**config.mk**
```make
export PLATFORM = sky130hd
export DESIGN_NAME = spwm_ctrl
export DESIGN_NICKNAME = d
export VERILOG_FILES = /design/src/rtl/spwm_ctrl_pkg.sv /design/src/rtl/carrier_evt.sv /design/src/rtl/spwm_ctrl.sv
export SDC_FILE = /design/constraint.sdc
export NUM_CORES = 1
export LEC_CHECK = 0
export ABC_CLOCK_PERIOD_IN_PS = 4500
export CAP_MARGIN = 20
export CORE_MARGIN = 2
export CORE_UTILIZATION = 48
export CTS_CLUSTER_DIAMETER = 200
export CTS_CLUSTER_SIZE = 20
export DETAILED_ROUTE_END_ITERATION = 10
export PLACE_DENSITY = 0.81
export RECOVER_POWER = 100
export SYNTH_ARGS = -nofsm -noshare
export SYNTH_HDL_FRONTEND = slang
export SYNTH_SLANG_ARGS = --single-unit
export TNS_END_PERCENT = 10
```
**constraint.sdc**
```tcl
create_clock -name clk -period 4.5 [get_ports clk]
set_input_delay 1.125 -clock clk [delete_from_list [all_inputs] [get_ports clk]]
set_output_delay 1.125 -clock clk [all_outputs]
set_load 0.05 [all_outputs]
```
**src/rtl/spwm_ctrl_pkg.sv**
```systemverilog
// Shared types and default thresholds for the SPWM reference controller.
package spwm_ctrl_pkg;

    typedef enum logic [1:0] {
        StIdle  = 2'd0,
        StArm   = 2'd1,
        StRun   = 2'd2,
        StFault = 2'd3
    } state_e;

    localparam logic signed [31:0] PeakThDef   = 32'sh0FFF_FFFF;
    localparam logic signed [31:0] ValleyThDef = 32'shF000_0001;

endpackage

```
**src/rtl/carrier_evt.sv**
```systemverilog
// Edge-detected peak/valley events from the triangle carrier; each lasts one cycle.
module carrier_evt #(
    parameter int unsigned            N         = 32,
    parameter logic signed [N-1:0]    PEAK_TH   = spwm_ctrl_pkg::PeakThDef,
    parameter logic signed [N-1:0]    VALLEY_TH = spwm_ctrl_pkg::ValleyThDef
) (
    input  logic                clk,
    input  logic                res,
    input  logic signed [N-1:0] count,
    output logic                peak,
    output logic                valley
);

    logic above, below;
    logic above_q, below_q;

    assign above  = (count >= PEAK_TH);
    assign below  = (count <= VALLEY_TH);
    assign peak   = above && !above_q;
    assign valley = below && !below_q;

    always_ff @(posedge clk) begin
        if (res) begin
            above_q <= 1'b0;
            below_q <= 1'b0;
        end else begin
            above_q <= above;
            below_q <= below;
        end
    end

endmodule

```
**src/rtl/spwm_ctrl.sv**
```systemverilog
// Three-phase SPWM reference controller: single-entry shadow buffer committed at carrier valleys.
module spwm_ctrl
    import spwm_ctrl_pkg::*;
#(
    parameter int unsigned         N         = 32,
    parameter int unsigned         Q         = 24,
    parameter int unsigned         REF_LIM   = 2**Q - 1,
    parameter logic signed [N-1:0] PEAK_TH   = PeakThDef,
    parameter logic signed [N-1:0] VALLEY_TH = ValleyThDef
) (
    input  logic                clk,
    input  logic                res,
    input  logic signed [N-1:0] count,
    input  logic                enable,
    input  logic                fault,
    input  logic                fault_clr,
    input  logic signed [N-1:0] ref_x,
    input  logic signed [N-1:0] ref_y,
    input  logic signed [N-1:0] ref_z,
    input  logic                ref_valid,
    output logic                ref_ready,
    output logic signed [N-1:0] x_act,
    output logic signed [N-1:0] y_act,
    output logic signed [N-1:0] z_act,
    output logic                pwm_en,
    output logic                sample_strobe,
    output logic                update_strobe,
    output logic [7:0]          stale_cnt,
    output logic [1:0]          state
);

    localparam logic signed [N-1:0] LimP = N'(REF_LIM);
    localparam logic signed [N-1:0] LimN = -LimP;

    function automatic logic signed [N-1:0] clamp(input logic signed [N-1:0] v);
        if (v > LimP) return LimP;
        if (v < LimN) return LimN;
        return v;
    endfunction

    logic peak, valley;

    carrier_evt #(
        .N         (N),
        .PEAK_TH   (PEAK_TH),
        .VALLEY_TH (VALLEY_TH)
    ) u_evt (
        .clk    (clk),
        .res    (res),
        .count  (count),
        .peak   (peak),
        .valley (valley)
    );

    state_e state_q, state_d;

    logic                full_q, full_d;
    logic signed [N-1:0] sh_x_q, sh_y_q, sh_z_q;
    logic signed [N-1:0] x_q, y_q, z_q, x_d, y_d, z_d;
    logic                pwm_q, pwm_d, upd_q, upd_d, smp_q, smp_d;
    logic [7:0]          stale_q, stale_d;
    logic                active, xfer, commit, zero_out;

    always_ff @(posedge clk) begin
        if (res) state_q <= StIdle;
        else     state_q <= state_d;
    end

    // Fault overrides every other transition.
    always_comb begin
        state_d = state_q;
        if (fault) begin
            state_d = StFault;
        end else begin
            unique case (state_q)
                StIdle:  if (enable) state_d = StArm;
                StArm: begin
                    if (!enable)              state_d = StIdle;
                    else if (valley && full_q) state_d = StRun;
                end
                StRun:   if (valley && !enable) state_d = StIdle;
                StFault: if (fault_clr) state_d = StIdle;
                default: state_d = StIdle;
            endcase
        end
    end

    always_comb begin
        active   = (state_q == StArm) || (state_q == StRun);
        ref_ready = !full_q && active;
        xfer     = ref_valid && ref_ready;
        commit   = valley && full_q && (state_d == StRun);
        zero_out = (state_d == StIdle) || (state_d == StFault);

        full_d = full_q;
        if (zero_out || commit) full_d = 1'b0;
        else if (xfer)          full_d = 1'b1;

        x_d = x_q;
        y_d = y_q;
        z_d = z_q;
        if (zero_out) begin
            x_d = '0;
            y_d = '0;
            z_d = '0;
        end else if (commit) begin
            x_d = sh_x_q;
            y_d = sh_y_q;
            z_d = sh_z_q;
        end

        stale_d = stale_q;
        if (state_q != StArm && state_d == StArm) begin
            stale_d = '0;
        end else if (state_q == StRun && state_d == StRun && valley && !full_q
                     && stale_q != 8'hFF) begin
            stale_d = stale_q + 8'd1;
        end

        upd_d = commit;
        smp_d = peak && !valley && active && !fault;
        pwm_d = (state_d == StRun);
    end

    always_ff @(posedge clk) begin
        if (res) begin
            full_q  <= 1'b0;
            sh_x_q  <= '0;
            sh_y_q  <= '0;
            sh_z_q  <= '0;
            x_q     <= '0;
            y_q     <= '0;
            z_q     <= '0;
            pwm_q   <= 1'b0;
            upd_q   <= 1'b0;
            smp_q   <= 1'b0;
            stale_q <= '0;
        end else begin
            full_q <= full_d;
            if (xfer) begin
                sh_x_q <= clamp(ref_x);
                sh_y_q <= clamp(ref_y);
                sh_z_q <= clamp(ref_z);
            end
            x_q     <= x_d;
            y_q     <= y_d;
            z_q     <= z_d;
            pwm_q   <= pwm_d;
            upd_q   <= upd_d;
            smp_q   <= smp_d;
            stale_q <= stale_d;
        end
    end

    assign x_act         = x_q;
    assign y_act         = y_q;
    assign z_act         = z_q;
    assign pwm_en        = pwm_q;
    assign update_strobe = upd_q;
    assign sample_strobe = smp_q;
    assign stale_cnt     = stale_q;
    assign state         = state_q;

endmodule

```
==> results.json <==
{
  "synth.top_cells.by_area": "dfxtp_1 49%, nand2_1 9.8%, a311oi_1 7.2%",
  "clock_skew_ns": 0.0195,
  "grt_pass1_vias": 7562,
  "netlist_instances": 1015,
  "syn_nets": 1159,
  "yosys_register_bits": 208,
  "cts_hold_buf": 0,
  "routed_wl_um": 22700,
  "power.static_leakage_uw": 0.00405,
  "synth_top_area_share_pct": 49.4,
  "cts_buffer_depth": 3,
  "critPathCaptureType": "register",
  "io_pins": 244,
  "async_reset_ff_share_pct": 0,
  "dp_hpwl_um": 15400,
  "setup_tns_ns": 0,
  "antenna_found_initial": 0,
  "yosysWarnings": 0,
  "synth-seq-area-share_pct": 49.4,
  "fmax_ghz": 0.250,
  "dieHeight_um": 137,
  "io_buffers": 243,
  "period_minus_slack_ns": 4.00,
  "cts_made_buffers": 14,
  "whs_path_depth": 2,
  "tightest_slew_ns": 1.44,
  "r2r_cells": 12,
  "wl_met3_um": 1560,
  "cts_resized": 0,
  "cts_tree": "done",
  "num-fill-cells": 1440,
  "routedWlPerCell_um": 15.9,
  "grt_overflow": 0,
  "postSynthAreaPerCell_um2": 8.31,
  "post-route-period-util_pct": 88.9,
  "synth_edf_count": 0,
  "start_util_pct": 48.9,
  "worstPathArrival_ns": 4.37,
  "rr_endpoint": "x_act[24]",
  "status": "complete, no violations",
  "drtIter0Drc": 421,
  "clock_latency_ns": 0.47,
  "grt_max_degree": 98,
  "hold_viol": 0,
  "drv_slew": 0,
  "place_ws_ns": 0.296,
  "layout.nets": 1349,
  "critPathKind": "in2reg",
  "maxCapViolations": 0,
  "mostFrequentLayoutCells": "220 x nand2_1, 208 x dfxtp_1, 128 x clkdlybuf4s50_1",
  "seqCellArea_mm2": 0.00416,
  "final_common_cell": "nand2_1",
  "syn_area_mm2": 0.00843,
  "drt-met1-wl_um": 9490,
  "ir_drop_uv": 242,
  "place.gp.congestion": 0.838,
  "critPathMaxFanout": 97,
  "n_antenna_cell": 0,
  "layout.cells.non_filler": 1430,
  "vias": 7973,
  "grt_pass1_wl_um": 36200,
  "hp-start": "sh_z_q[15]",
  "cts-root-buf": "clkbuf_16",
  "cts_max_level": 1,
  "r2r-start": "u_evt.below_q",
  "path_clk_slew_ns": 0.09,
  "multi_input_area_mm2": 0.00392,
  "synth_cell_types": 41,
  "min_to": "z_act[15]",
  "dieArea_mm2": 0.0186,
  "reg2reg_slack_ns": 1.48,
  "synth_ff_type": "dfxtp_1",
  "setup_slack_ns": 0.499,
  "startpoint_type": "input pin",
  "worstHoldPathType": "reg2reg",
  "drive_gt1_share_pct": 3.15,
  "coreArea_mm2": 0.0172,
  "required_ns": 4.87,
  "antenna_left": 0,
  "rsz0062_at_grt": "no",
  "post-cts-setup-buffer-count": 0,
  "die_w_um": 137,
  "vias_per_cell": 5.58,
  "num_rows": 48,
  "placed_cells": 1414,
  "dr.pass1.iters": 5,
  "drc_errors": 0,
  "setup_viol": 0,
  "post-synth-top-area-cell": "dfxtp_1",
  "cts.sinks": 208,
  "grt_use_total_pct": 23.5,
  "power_density_mw_per_mm2": 329,
  "wl_met2_um": 11200,
  "highest_layer": "met4",
  "area_delta_synth_final_pct": 35.2,
  "max_slew_margin_pct": 3.82
}
[stage by stage]
stage	util (%)	hold slack [ns]	cell area, um^2	total power [uW]
5_1_grt	66.2	0.466	11400	3900
4_1_cts	66.3	0.451	11400	3780
6_report	66.2	0.445	11400	3750
3_3_place_gp	63.9	0.435	11000	2560
3_5_place_dp	64.0	0.442	11000	2580
2_1_floorplan	-	0.432	8430	2330
[sequential cells by signal (all words and copies together) (netlist names)]
signal and count:
z_act 32, y_act 32, sample_strobe 1, full_q 1
u_evt.below_q 1, sh_y_q 32, update_strobe 1, state 2
pwm_en 1, x_act 32, sh_x_q 32, stale_cnt 8
sh_z_q 32, u_evt.above_q 1
[worst max path at each step]
| stage | from | endpoint | cells past startpoint |
|---|---|---|---|
| 2_1_floorplan | count[8] | x_act[0] | 12 |
| 3_3_place_gp | count[3] | x_act[11] | 11 |
| 3_5_place_dp | count[8] | x_act[19] | 11 |
| 4_1_cts | count[8] | x_act[11] | 11 |
| 5_1_grt | count[3] | full_q | 12 |
| 6_report | count[3] | full_q | 12 |
[where the power goes]
part,internal [uW],switching [uW]
registers,1930,49.0
clock network,600,611
logic,247,310
[critical path: stages]
cell	delay [ns]
dlygate4sd3_1	0.57
nor4_1	0.29
and4_1	0.30
a21oi_2	0.17
a211o_1	0.32
a221oi_1	0.42
inv_1	0.09
ha_1	0.27
inv_1	0.11
nor3_1	0.08
buf_12	0.24
a211oi_1	0.29
[cell type report]
class,count,share of cell area (%)
well taps,225,2.47
clock buffers,15,3.29
multi-input cells,714,34.4
flip-flops and latches,208,36.5
repair buffers,256,22.8
clock inverters,1,0.143
inverters,11,0.362
[synthesized netlist by cell type, drive strengths merged (4+ instances only)]
| master | number |
|---|---|
| nand4 | 17 |
| a211oi | 5 |
| nor3 | 11 |
| o211ai | 22 |
| dfxtp | 208 |
| buf | 23 |
| nor2 | 94 |
| nand2 | 220 |
| nor2b | 4 |
| clkbuf | 59 |
| o21ai | 6 |
| nor4 | 28 |
| inv | 11 |
| ha | 10 |
| a21oi | 119 |
| nand3 | 6 |
| xnor2 | 7 |
| a311oi | 69 |
| nand2b | 70 |
[per-layer routing]
metal / global-route usage, % / vias up
met5: 0 / -
met4: 6.42 / 0
met3: 3.26 / 40
met2: 40.4 / 288
met1: 30.9 / 3726
li1: - / 3919
[kinds of logic (layout without fill, tap and decap cells)]
| group | Yosys count | in the layout | share of synthesized area [%] |
|---|---|---|---|
| buffers and inverters | 93 | 283 | 4.52 |
| DFF | 208 | 208 | 49.4 |
| xor gates and xnor gates | 7 | 7 | 0.727 |
| AOI/OAI and AO/OA | 236 | 236 | 18.8 |
| and+or+nand+nor | 461 | 461 | 25.1 |
| adders and majority gates | 10 | 10 | 1.48 |
Note: power is estimated with default switching activity, not from simulation.
